[src/rtl/seg7_scroll_monitor.sv]
// seg7_scroll_monitor: decodes sampled 7-segment digits and checks the scrolling message sequence
module seg7_scroll_monitor #(
  parameter logic [11:0] MESSAGE    = 12'h1BF,
  parameter int          PHASES     = 6,
  parameter int          LOCK_STEPS = 3
) (
  input  logic        clk,
  input  logic        aclr,
  input  logic        sample_en_i,
  input  logic [0:6]  hex0_i,
  input  logic [0:6]  hex1_i,
  input  logic [0:6]  hex2_i,
  input  logic [0:6]  hex3_i,
  input  logic [0:6]  hex4_i,
  input  logic [0:6]  hex5_i,
  output logic [11:0] frame_o,
  output logic        valid_o,
  output logic [2:0]  phase_o,
  output logic        locked_o,
  output logic        step_o,
  output logic        err_o,
  output logic [7:0]  err_count_o
);
  typedef enum logic [1:0] {HUNT, TRACK, LOCKED} state_t;
  state_t      state_q, state_d;
  logic [11:0] frame_q, frame_d;
  logic [2:0]  phase_q, phase_d;
  logic [3:0]  cnt_q, cnt_d;
  logic [7:0]  err_cnt_q, err_cnt_d;
  logic        valid_q, step_q, step_d, err_q, err_d, locked_q;
  logic [2:0]  d0, d1, d2, d3, d4, d5;
  logic [11:0] samp;
  logic        bad, hit;
  logic [2:0]  hit_k, nxt;
  // {illegal, code}
  function automatic logic [2:0] dec(input logic [0:6] s);
    return s == 7'b1000010 ? 3'b000 :
           s == 7'b0110000 ? 3'b001 :
           s == 7'b1001111 ? 3'b010 :
           s == 7'b1111111 ? 3'b011 : 3'b100;
  endfunction
  function automatic logic [11:0] rot(input logic [2:0] k);
    logic [23:0] mm;
    mm = {MESSAGE, MESSAGE} << (2 * k);
    return mm[23:12];
  endfunction
  assign d0   = dec(hex0_i);
  assign d1   = dec(hex1_i);
  assign d2   = dec(hex2_i);
  assign d3   = dec(hex3_i);
  assign d4   = dec(hex4_i);
  assign d5   = dec(hex5_i);
  assign samp = {d5[1:0], d4[1:0], d3[1:0], d2[1:0], d1[1:0], d0[1:0]};
  assign bad  = d0[2] | d1[2] | d2[2] | d3[2] | d4[2] | d5[2];
  assign nxt  = (phase_q == 3'(PHASES - 1)) ? 3'd0 : phase_q + 3'd1;
  // descending scan so the lowest matching phase is the one kept
  always_comb begin
    hit   = 1'b0;
    hit_k = 3'd0;
    for (int k = PHASES - 1; k >= 0; k--) begin
      if (samp == rot(3'(k))) begin
        hit   = 1'b1;
        hit_k = 3'(k);
      end
    end
  end
  always_comb begin
    state_d = state_q;
    phase_d = phase_q;
    cnt_d   = cnt_q;
    frame_d = frame_q;
    step_d  = 1'b0;
    err_d   = 1'b0;
    if (sample_en_i) begin
      frame_d = bad ? frame_q : samp;
      if (state_q == HUNT) begin
        if (!bad && hit) begin
          state_d = TRACK;
          phase_d = hit_k;
          cnt_d   = 4'd0;
        end else begin
          err_d = 1'b1;
        end
      end else if (!bad && samp == rot(phase_q)) begin
        state_d = state_q;
      end else if (!bad && samp == rot(nxt)) begin
        phase_d = nxt;
        step_d  = 1'b1;
        if (state_q == TRACK) begin
          cnt_d   = cnt_q + 4'd1;
          state_d = (cnt_q + 4'd1 == 4'(LOCK_STEPS)) ? LOCKED : TRACK;
        end
      end else begin
        err_d   = 1'b1;
        state_d = HUNT;
        cnt_d   = 4'd0;
      end
    end
  end
  assign err_cnt_d = (err_d && err_cnt_q != 8'hFF) ? err_cnt_q + 8'd1 : err_cnt_q;
  always_ff @(posedge clk or negedge aclr) begin
    if (!aclr) begin
      state_q   <= HUNT;
      frame_q   <= 12'h000;
      phase_q   <= 3'd0;
      cnt_q     <= 4'd0;
      err_cnt_q <= 8'd0;
      valid_q   <= 1'b0;
      step_q    <= 1'b0;
      err_q     <= 1'b0;
      locked_q  <= 1'b0;
    end else begin
      state_q   <= state_d;
      frame_q   <= frame_d;
      phase_q   <= phase_d;
      cnt_q     <= cnt_d;
      err_cnt_q <= err_cnt_d;
      valid_q   <= sample_en_i;
      step_q    <= step_d;
      err_q     <= err_d;
      locked_q  <= state_d == LOCKED;
    end
  end
  assign frame_o     = frame_q;
  assign valid_o     = valid_q;
  assign phase_o     = phase_q;
  assign locked_o    = locked_q;
  assign step_o      = step_q;
  assign err_o       = err_q;
  assign err_count_o = err_cnt_q;
endmodule

[config.mk]
export PLATFORM = sky130hd
export DESIGN_NAME = seg7_scroll_monitor
export DESIGN_NICKNAME = d
export VERILOG_FILES = /design/src/rtl/seg7_scroll_monitor.sv
export SDC_FILE = /design/constraint.sdc
export NUM_CORES = 1
export LEC_CHECK = 0
export ABC_AREA = 1
export BUFFER_PORTS_ARGS = -buffer_cell sky130_fd_sc_hd__buf_4
export CORE_UTILIZATION = 34
export DETAILED_ROUTE_END_ITERATION = 8
export PLACE_DENSITY_LB_ADDON = 0.12
export SLEW_MARGIN = 20
export SYNTH_ARGS = -nofsm -noshare
export SYNTH_HDL_FRONTEND = slang
export SYNTH_SLANG_ARGS = --single-unit
[constraint.sdc]
create_clock -name clk -period 2.64 [get_ports clk]
set_clock_uncertainty 0.2 [all_clocks]
set_input_delay 0.528 -clock clk [delete_from_list [all_inputs] [get_ports clk]]
set_output_delay 0.528 -clock clk [all_outputs]
set_load 0.1 [all_outputs]
==> results_dict.tcl <==
set metrics [dict create \
    dp_hpwl_um 9930 \
    synth-compound-area-share_pct 4.31 \
    diodes 0 \
    total_power_uw 1900 \
    grt_pass1_wl_um 19700 \
    rsz0062_at_grt "yes" \
    placed_cell_area_um2 4950 \
    p_leak_uw 0.00281 \
    synth_top_family_by_area "simple AND/OR/NAND/NOR gates" \
    crit_type "register to register" \
    syn_nets 690 \
    final_cell_mix "nand2_1 (183), buf_4 (112), nor2_1 (77)" \
    antenna_found_initial 0 \
    wl_per_cell_um 13.8 \
    cp.arrival_ps 2640 \
    fmax_ghz 0.373 \
    fillerInstances 1153 \
    hold_ws_ps -16.0 \
    final_util_pct 48.4 \
    finalHoldViolations 24 \
    final_nets 807 \
    drv_slew 0 \
    finalInstanceArea_um2 5290 \
    clock-sinks 33 \
    period_share_pct 101 \
    die-area_um2 11800 \
    fin_ws_ps -39.5 \
    cts_max_level 2 \
    synth_area_um2 3860 \
    worst_pin_slew_ps 427 \
    cp_top_family "simple AND/OR/NAND/NOR gates" \
    worst_ir_drop_vdd_uv 360 \
    routabilityCongestion 0.974 \
    finalSetupViolCount 8 \
    clockRootBuffer "clkbuf_16" \
    hp-class "input port to async pin" \
    grt_pass1_vias 4130 \
    clockBufferDepth 2 \
    totalWireLength_um 12200 \
    slowest_stage "dfrtp_4" \
    synth_warnings 0 \
    cts_tree "built" \
    max_slew_margin_pct 71.5 \
    synthMuxAreaShare_pct 0 \
    synth-seq-cells 33 \
    ys_types 38 \
    clock_latency_ps 280 \
    vias 4349 \
    reg2reg_to "err_count_o[0]" \
    via_per_inst 4.91 \
    synth_seq_area_share_pct 21.4 \
    antenna_left 0 \
    core_area_um2 10900 \
    cp.buffers_inverters 1 \
    r2r_setup_slack_ps -40 \
    cts_buffers 5 \
    power_density_nw_per_um2 360 \
    drive_above_1_share_pct 32.0 \
    layout_commonest_cell "nand2_1" \
    io_buffers 71 \
    die_x_um 109 \
    cp-startpoint "phase_o[0]" \
    chipHeight_um 109 \
    io_pins 72 \
    start_kind "register" \
    drc 0 \
    status "finished with violations" \
    synthXorXnorAreaFrac_pct 2.27 \
    crit_top_cell "nand2_1" \
    min_period_ps 2680 \
    syn_to_final_growth_pct 37.0 \
    drt-initial-drc-count 315 \
    slowest_delay_ps 530 \
    drtPass1Iterations 5 \
    overflow 0 \
    clk_pin_slew_ps 50 \
    grt_max_degree 34 \
    cap_violations 0 \
    cp_cell_sequence "ha_4, o21ai_4, inv_4, ha_4, nand4_1, nand2_1, nand2_1, nand2_2, nor2_2, nand3b_1, nor2_1, nand3_2, nand2_4, nor2_2, nand3_1, nand2_1" \
    r2r_start "phase_o[0]" \
    required_ps 2600 \
    avgSynthCellArea_um2 6.14 \
    track_usage_pct 21.6 \
    crit_path_end_kind "register" \
    crit_path_max_fanout 5 \
    violations "negative hold slack, negative setup slack" \
    synthAdderAreaFrac_pct 5.51 \
    netlist_instances 628 \
    rows 38 \
    r2r_cells 16 \
    synth_simple_gate_area_share_pct 58.7 \
    start_util_pct 35.3 \
]
-- worst max-delay path by stage --
stage | depth (start not counted) | end | slack, ps
floorplan | 17 | cnt_q[1] | -70
global placement | 18 | err_count_o[7] | -70
detailed placement | 17 | err_count_o[5] | -70
CTS | 18 | err_count_o[5] | -40
global route | 19 | phase_o[0] | -210
finish | 16 | err_count_o[0] | -40
-- report_power, final --
group,switching (µW),total [µW],internal [µW]
sequential,46.7,587,540
clock,210,749,538
combinational,410,567,158
-- per-stage QoR --
stage | hold slack, ps | setup TNS, ps | setup slack [ps] | cells
detailed placement | 282 | -608 | -66.0 | 872
floorplan | 32.4 | -1100 | -74.1 | 628
finish | -16.0 | -204 | -39.5 | 886
global route | 17.0 | -3300 | -211 | 886
global placement | 268 | -486 | -65.7 | 872
CTS | 6.31 | -225 | -39.2 | 881
-- layout make-up --
| type | instances | area [µm²] | area share [%] |
|---|---|---|---|
| multi-input cells | 520 | 2940 | 55.7 |
| repair buffers | 113 | 852 | 16.1 |
| flip-flops and latches | 33 | 837 | 15.8 |
| inverters | 72 | 290 | 5.49 |
| well taps | 140 | 175 | 3.31 |
| clock buffers | 5 | 125 | 2.37 |
| clock inverters | 3 | 65.1 | 1.23 |
-- synthesized netlist by cell type --
cell type	n	share of area, %
clkinv_1	1	0.097
a21oi_1	3	0.39
a21boi_1	1	0.19
inv_1	60	5.8
nand2_2	25	4.1
dfrtp_1	33	21
buf_6	1	0.29
nand2_8	1	0.52
o21ai_0	13	1.7
and2_1	1	0.16
nand2_1	196	19
o21ai_2	2	0.45
nand3_2	8	2.1
or2_1	1	0.16
nand3b_1	9	1.8
and3_1	1	0.16
nand3_1	77	10
inv_4	1	0.16
xnor2_1	2	0.45
nand2_4	8	2.3
nor3_2	2	0.52
ha_1	17	5.5
clkbuf_1	1	0.097
xor2_1	8	1.8
nor2_1	80	7.8
nor3b_1	1	0.19
buf_2	2	0.26
a21boi_2	1	0.29
inv_6	1	0.23
nor2_2	10	1.6
nand4_4	1	0.55
o21ai_1	10	1.3
nor4_1	1	0.16
nand3_4	2	0.91
nor2_4	8	2.3
nor3_1	17	2.2
inv_2	9	0.88
nand4_1	13	2.1
-- metal layers --
| metal | vias up | wire length, µm | global-route usage [%] |
|---|---|---|---|
| li1 | 2252 | - | - |
| met1 | 1949 | 5760 | 28.6 |
| met2 | 128 | 5500 | 35.3 |
| met3 | 20 | 686 | 4.22 |
| met4 | 0 | 240 | 6.37 |
| met5 | - | 0 | 0 |
-- state kept, by name, summed over array words and instances (netlist names) --
signal,flops
step_o,1
err_count_o,8
valid_o,1
err_o,1
state_q,2
frame_o,12
phase_o,3
locked_o,1
cnt_q,4
-- cells by family after synthesis --
logic type / Yosys count
AND/OR/NAND/NOR: 462
buffers and inverters: 76
flip-flops: 33
AO/OA/AOI/OAI: 30
adder cells (fa/ha/maj): 17
XOR/XNOR: 10
-- what timing repair did --
| action | in CTS | in global routing |
|---|---|---|
| hold endpoints to repair | 0 | 0 |
| setup endpoints to repair | 16 | 20 |
| setup buffers | 1 | 4 |
| hold buffers | 0 | 0 |
| pin swaps | 4 | 9 |
| gates cloned | 0 | 1 |
| resized for setup | 3 | 24 |
Note: power is estimated with default switching activity, not from simulation.
